**src/rtl/hazard_unit.sv**
```systemverilog
// Hazard unit: W/retired-history operand forwarding, load-use interlock, branch flush,
// sticky halt and optional perf counters (enabled by defining HAZARD_PERF_EN).

module hazard_fwd_port #(
    parameter int DATA_W     = 32,
    parameter int RADDR_W    = 5,
    parameter int HIST_DEPTH = 2
) (
    input  logic [RADDR_W-1:0]                 ex_raddr,
    input  logic [DATA_W-1:0]                  ex_rdata_in,
    input  logic [RADDR_W-1:0]                 dec_raddr,
    input  logic                               dec_rused,
    input  logic [RADDR_W-1:0]                 ex_wreg,
    input  logic                               wb_we,
    input  logic [RADDR_W-1:0]                 wb_addr,
    input  logic [DATA_W-1:0]                  wb_data,
    input  logic [HIST_DEPTH-1:0]              hist_vld,
    input  logic [HIST_DEPTH-1:0][RADDR_W-1:0] hist_addr,
    input  logic [HIST_DEPTH-1:0][DATA_W-1:0]  hist_data,
    output logic [DATA_W-1:0]                  ex_rdata_out,
    output logic                               luse_match
);
    // Walk from the oldest entry to the newest so that younger writes override older ones.
    always_comb begin
        ex_rdata_out = ex_rdata_in;
        if (ex_raddr != '0) begin
            for (int i = HIST_DEPTH - 1; i >= 0; i--)
                if (hist_vld[i] && hist_addr[i] == ex_raddr) ex_rdata_out = hist_data[i];
            if (wb_we && wb_addr == ex_raddr) ex_rdata_out = wb_data;
        end
    end

    assign luse_match = dec_rused && (dec_raddr == ex_wreg);
endmodule

module hazard_unit #(
    parameter int DATA_W     = 32,
    parameter int RADDR_W    = 5,
    parameter int N_RD       = 2,
    parameter int HIST_DEPTH = 2
) (
    input  logic                    sysclk,
    input  logic                    cpu_reset,
    input  logic                    wb_we,
    input  logic [RADDR_W-1:0]      wb_addr,
    input  logic [DATA_W-1:0]       wb_data,
    input  logic                    wb_retire,
    input  logic                    wb_halt,
    input  logic [N_RD*RADDR_W-1:0] ex_raddr,
    input  logic [N_RD*DATA_W-1:0]  ex_rdata_in,
    output logic [N_RD*DATA_W-1:0]  ex_rdata_out,
    input  logic [N_RD*RADDR_W-1:0] dec_raddr,
    input  logic [N_RD-1:0]         dec_rused,
    input  logic                    ex_load,
    input  logic [RADDR_W-1:0]      ex_wreg,
    input  logic                    ex_taken,
    output logic                    stall,
    output logic                    flush,
    output logic                    halted,
    output logic [DATA_W-1:0]       cycle_cnt,
    output logic [DATA_W-1:0]       instr_cnt
);
    typedef struct packed {
        logic               vld;
        logic [RADDR_W-1:0] addr;
        logic [DATA_W-1:0]  data;
    } hist_t;

    hist_t [HIST_DEPTH-1:0]              hist;
    logic  [HIST_DEPTH-1:0]              hist_vld;
    logic  [HIST_DEPTH-1:0][RADDR_W-1:0] hist_addr;
    logic  [HIST_DEPTH-1:0][DATA_W-1:0]  hist_data;
    logic  [N_RD-1:0]                    port_luse;
    logic                                load_use;

    always_ff @(posedge sysclk) begin
        if (cpu_reset) begin
            hist <= '0;
        end else begin
            hist[0] <= '{vld: wb_we && (wb_addr != '0), addr: wb_addr, data: wb_data};
            for (int i = 1; i < HIST_DEPTH; i++) hist[i] <= hist[i-1];
        end
    end

    for (genvar i = 0; i < HIST_DEPTH; i++) begin : g_hist
        assign hist_vld[i]  = hist[i].vld;
        assign hist_addr[i] = hist[i].addr;
        assign hist_data[i] = hist[i].data;
    end

    for (genvar k = 0; k < N_RD; k++) begin : g_port
        hazard_fwd_port #(
            .DATA_W    (DATA_W),
            .RADDR_W   (RADDR_W),
            .HIST_DEPTH(HIST_DEPTH)
        ) u_port (
            .ex_raddr    (ex_raddr[k*RADDR_W +: RADDR_W]),
            .ex_rdata_in (ex_rdata_in[k*DATA_W +: DATA_W]),
            .dec_raddr   (dec_raddr[k*RADDR_W +: RADDR_W]),
            .dec_rused   (dec_rused[k]),
            .ex_wreg     (ex_wreg),
            .wb_we       (wb_we),
            .wb_addr     (wb_addr),
            .wb_data     (wb_data),
            .hist_vld    (hist_vld),
            .hist_addr   (hist_addr),
            .hist_data   (hist_data),
            .ex_rdata_out(ex_rdata_out[k*DATA_W +: DATA_W]),
            .luse_match  (port_luse[k])
        );
    end

    // Halt freezes the front end; otherwise a taken branch outranks a load-use bubble.
    assign load_use = ex_load && (ex_wreg != '0) && (|port_luse);
    assign flush    = !halted && ex_taken;
    assign stall    = halted || (!ex_taken && load_use);

    always_ff @(posedge sysclk) begin
        if (cpu_reset)    halted <= 1'b0;
        else if (wb_halt) halted <= 1'b1;
    end

`ifdef HAZARD_PERF_EN
    localparam logic [DATA_W-1:0] CNT_ONE = {{(DATA_W-1){1'b0}}, 1'b1};

    always_ff @(posedge sysclk) begin
        if (cpu_reset) begin
            cycle_cnt <= '0;
            instr_cnt <= '0;
        end else if (!halted) begin
            if (cycle_cnt != '1)              cycle_cnt <= cycle_cnt + CNT_ONE;
            if (wb_retire && instr_cnt != '1) instr_cnt <= instr_cnt + CNT_ONE;
        end
    end
`else
    logic unused_retire;
    assign unused_retire = wb_retire;
    assign cycle_cnt     = '0;
    assign instr_cnt     = '0;
`endif
endmodule
```
**config.mk**
```make
export PLATFORM = sky130hd
export DESIGN_NAME = hazard_unit
export DESIGN_NICKNAME = d
export VERILOG_FILES = /design/src/rtl/hazard_unit.sv
export SDC_FILE = /design/constraint.sdc
export NUM_CORES = 1
export LEC_CHECK = 0
export CORE_MARGIN = 4
export CORE_UTILIZATION = 43
export DETAILED_ROUTE_END_ITERATION = 10
export PLACE_DENSITY = 0.9
export SETUP_SLACK_MARGIN = 0.2
export SYNTH_ARGS = -nofsm -noshare
export SYNTH_HDL_FRONTEND = slang
export SYNTH_SLANG_ARGS = --single-unit
```
**constraint.sdc**
```tcl
create_clock -name sysclk -period 2.61 [get_ports sysclk]
set_input_delay 0.522 -clock sysclk [delete_from_list [all_inputs] [get_ports sysclk]]
set_output_delay 0.522 -clock sysclk [all_outputs]
set_load 0.03 [all_outputs]
```
==> run_results.csv <==
group,metric,value,unit
clock_tree,ctsLongestPathBuffers,2,
detailed_routing,drt_drc_violations_left,0,
die,die_h,127,um
logic_synthesis,synthMuxAreaShare,0,%
clock_tree,clkLatencyLatePin,0.35,ns
clock_tree,numClockSinks,77,
die,io-pin-count,266,
critical_path,critical_path_required,2.09,ns
power_and_ir_drop,power-per-cell-area,360,mW/mm2
timing,finalWorstPathRequiredPeriod,3.03,ns
place,placed_cell_area,0.00893,mm2
clock_tree,ctsRootBufferMaster,"sky130_fd_sc_hd__clkbuf_16",
logic_synthesis,yosysTopAreaCell,"sky130_fd_sc_hd__dfxtp_1",
status,violations,"setup timing",
logic_synthesis,synth-async-reset-ratio,0,%
final_layout,flow.area_growth_from_synthesis,98.2,%
die,placement_rows,43,
final_layout,layout.area.seq,0.00155,mm2
final_layout,layout-drive-gt1-share,48.4,%
logic_synthesis,flop_and_latch_count_out_of_synthesis,77,
timing,finalSetupViolCount,64,
timing,timing_worst_slew_pin_value,0.555,ns
logic_synthesis,yosys-top-cells-count,"77 x sky130_fd_sc_hd__dfxtp_1, 77 x sky130_fd_sc_hd__nor2b_1, 71 x sky130_fd_sc_hd__nor2_1",
global_route,first_global_vias,8059,
logic_synthesis,post-synth-top-area-fraction,25.4,%
timing,timing.final.hold_violations,0,
logic_synthesis,yosys.area_share.xor_xnor,5.78,%
timing,worst_clock_skew,0.0166,ns
global_route,globalRouteTotalUtil,36.0,%
logic_synthesis,synth_adder_area_share,0,%
die,initial_core_util,43.8,%
critical_path,critPathCaptureType,"primary output",
clock_tree,cts_max_level,3,
logic_synthesis,synth_cells,727,
global_route,grt_start_max_net_pins,34,
logic_synthesis,sequential_area_share_after_synthesis,25.4,%
final_layout,layoutNonFillerInstCount,1241,
place,detailed_place_hpwl,17.7,mm
timing,layout_worst_path_cycle_share,116,%
place,gp_congestion,0.903,
timing,layout_setup_ws,-0.418,ns
logic_synthesis,synth_area,0.00606,mm2
global_route,initial_antenna_violation_count,0,
place,place_inst,1146,
critical_path,crit_fanout,4,
power_and_ir_drop,finalPower,4.33,mW
die,core_region_area,0.0138,mm2
logic_synthesis,synth-edff-count,0,
clock_tree,tritoncts,"built",
critical_path,critPathKind,"reg2out",
detailed_routing,via_per_inst,6.79,
final_layout,stdcell_area,0.0120,mm2
final_layout,insertedDiodeCount,0,
timing,rsz_0062_raised_after_global_routing,"yes",
detailed_routing,ant_nets,0,
global_route,gr-total-overflow,0,
place,place.port_buffers,200,
logic_synthesis,synth_top_flop_cell,"sky130_fd_sc_hd__dfxtp_1",
clock_tree,path_clk_slew,0.07,ns
timing,slew-limit-headroom,63.0,%
final_layout,multi_input_comb_area,0.00559,mm2
logic_synthesis,avgSynthCellArea,8.34,um2
logic_synthesis,netlist_top_cells_area,"sky130_fd_sc_hd__dfxtp_1 25%, sky130_fd_sc_hd__a221oi_2 11%, sky130_fd_sc_hd__buf_4 8.3%, sky130_fd_sc_hd__nor2b_1 7.9%, sky130_fd_sc_hd__o31ai_1 7.8%",
detailed_routing,via_count,8423,
logic_synthesis,synth_cell_types,34,
final_layout,final.fill_count,543,
logic_synthesis,synth_compound_area_share,29.0,%
flow_run,drv_cap,0,
logic_synthesis,synth_top_family_by_area,"compound AO/OA/AOI/OAI gates",
global_route,grt_pass1_wl,45.6,mm
clock_tree,numCtsBuffers,9,
die,area_of_the_die,0.0161,mm2
critical_path,crit_path_start_kind,"flop",
timing,fmaxAchievable,0.330,GHz
final_layout,final_nets,1191,
place,dp_slack,-0.916,ns
logic_synthesis,post_synth_and_or_nand_nor_area_fraction,25.4,%
detailed_routing,routed_wl,37.5,mm
status,outcome,"finished, violations left",
detailed_routing,avgRoutedWirePerCell,30.2,um
power_and_ir_drop,power.static_leakage,4.96,nW
detailed_routing,drt_pass1_iterations,5,
critical_path,timing.critical_path.arrival,2.51,ns
power_and_ir_drop,max-vdd-ir-drop,399,uV
timing,maxSlewViolCount,0,
logic_synthesis,synth_warnings,0,
die,die_x,127,um
hold_path,worst_hold_path_type,"reg2reg",
detailed_routing,detail_route.iter0.violations,1007,
cell usage in the layout, fill, tap and decap left out, types with 7 or more instances in the layout:
master / netlist / layout
sky130_fd_sc_hd__buf_4: 67 / 133
sky130_fd_sc_hd__clkdlybuf4s50_1: 0 / 107
sky130_fd_sc_hd__nor2b_1: 77 / 77
sky130_fd_sc_hd__buf_6: 9 / 72
sky130_fd_sc_hd__dfxtp_1: 77 / 69
sky130_fd_sc_hd__and3_1: 69 / 65
sky130_fd_sc_hd__conb_1: 1 / 64
sky130_fd_sc_hd__nor2_1: 71 / 37
sky130_fd_sc_hd__a31oi_1: 64 / 37
sky130_fd_sc_hd__and2_1: 33 / 33
sky130_fd_sc_hd__buf_12: 0 / 33
sky130_fd_sc_hd__a221oi_2: 46 / 32
sky130_fd_sc_hd__o31ai_2: 0 / 31
sky130_fd_sc_hd__a221oi_4: 0 / 31
sky130_fd_sc_hd__nor2_4: 0 / 28
sky130_fd_sc_hd__o31ai_4: 0 / 18
sky130_fd_sc_hd__buf_16: 0 / 15
sky130_fd_sc_hd__a31oi_2: 0 / 14
sky130_fd_sc_hd__o31ai_1: 63 / 14
sky130_fd_sc_hd__xnor2_2: 0 / 13
sky130_fd_sc_hd__xor2_1: 16 / 13
sky130_fd_sc_hd__a31oi_4: 0 / 13
sky130_fd_sc_hd__clkbuf_16: 0 / 12
sky130_fd_sc_hd__buf_2: 21 / 8
sky130_fd_sc_hd__dfxtp_2: 0 / 7
sequential cells by signal, indices dropped and copies added (netlist names):
signal / count
hist: 76
halted: 1
kinds of logic after synthesis:
| group | after synthesis |
|---|---|
| buffers and inverters | 137 |
| other | 1 |
| AOI/OAI and AO/OA | 196 |
| and+or+nand+nor | 276 |
| DFF | 77 |
| xor gates and xnor gates | 40 |
per-stage QoR:
stage | hold slack, ns | utilization, % | TNS (ns)
after global routing | 0.494 | 86.9 | -19.89
after detailed placement | 0.472 | 64.6 | -44.17
after CTS | 0.490 | 80.1 | -9.48
after floorplan | 0.460 | - | -0.813
after global placement | 0.469 | 64.6 | -41.40
final | 0.498 | 86.9 | -19.97
worst max-delay path, cell delays in order, from the launching register on:
cell	delay, ns
sky130_fd_sc_hd__dfxtp_2	0.33
sky130_fd_sc_hd__buf_6	0.12
sky130_fd_sc_hd__xnor2_2	0.17
sky130_fd_sc_hd__nand4_1	0.20
sky130_fd_sc_hd__buf_4	0.21
sky130_fd_sc_hd__nor2_4	0.21
sky130_fd_sc_hd__buf_12	0.18
sky130_fd_sc_hd__buf_12	0.11
sky130_fd_sc_hd__buf_8	0.13
sky130_fd_sc_hd__a221oi_4	0.04
sky130_fd_sc_hd__o31ai_2	0.23
sky130_fd_sc_hd__buf_4	0.21
layout make-up:
cell class / count / area share (%)
multi-input cells: 576 / 46.5
well taps: 180 / 1.87
flip-flops and latches: 77 / 12.9
clock inverters: 4 / 0.583
inverters: 1 / 0.0312
repair buffers: 391 / 35.9
clock buffers: 12 / 2.13
metal layers:
metal	vias to the layer above	GRT usage, %	part of all wire (%)
met2	913	60.2	45
met5	-	0	0
met1	3933	41.9	33
li1	3238	-	-
met4	0	21.3	9.3
met3	339	8.29	13
where the power goes:
| group | internal [mW] | switching (mW) | leakage [nW] |
|---|---|---|---|
| registers | 1.23 | 0.0553 | 0.640 |
| logic | 0.731 | 0.876 | 4.15 |
| clock network | 0.889 | 0.545 | 0.163 |
final timing paths:
kind | startpoint | end | slack, ns | cells after the start
worst max-delay path | hist[35]$_SDFF_PP0_ | ex_rdata_out[40] | -0.42 | 11
worst min-delay path | hist[8]$_SDFF_PP0_ | hist[46]$_SDFF_PP0_ | 0.50 | 1
worst max register to register | hist[32]$_SDFF_PP0_ | hist[70]$_SDFF_PP0_ | 1.86 | 2
worst min register to register | hist[8]$_SDFF_PP0_ | hist[46]$_SDFF_PP0_ | 0.50 | 1
timing repair:
action,in CTS,in global routing
setup endpoints to repair,65,65
gates resized for setup,420,123
pin swaps,99,49
hold buffers,0,0
gates cloned,16,4
setup buffers,30,29
No activity file was read; power rests on OpenSTA's default activity.
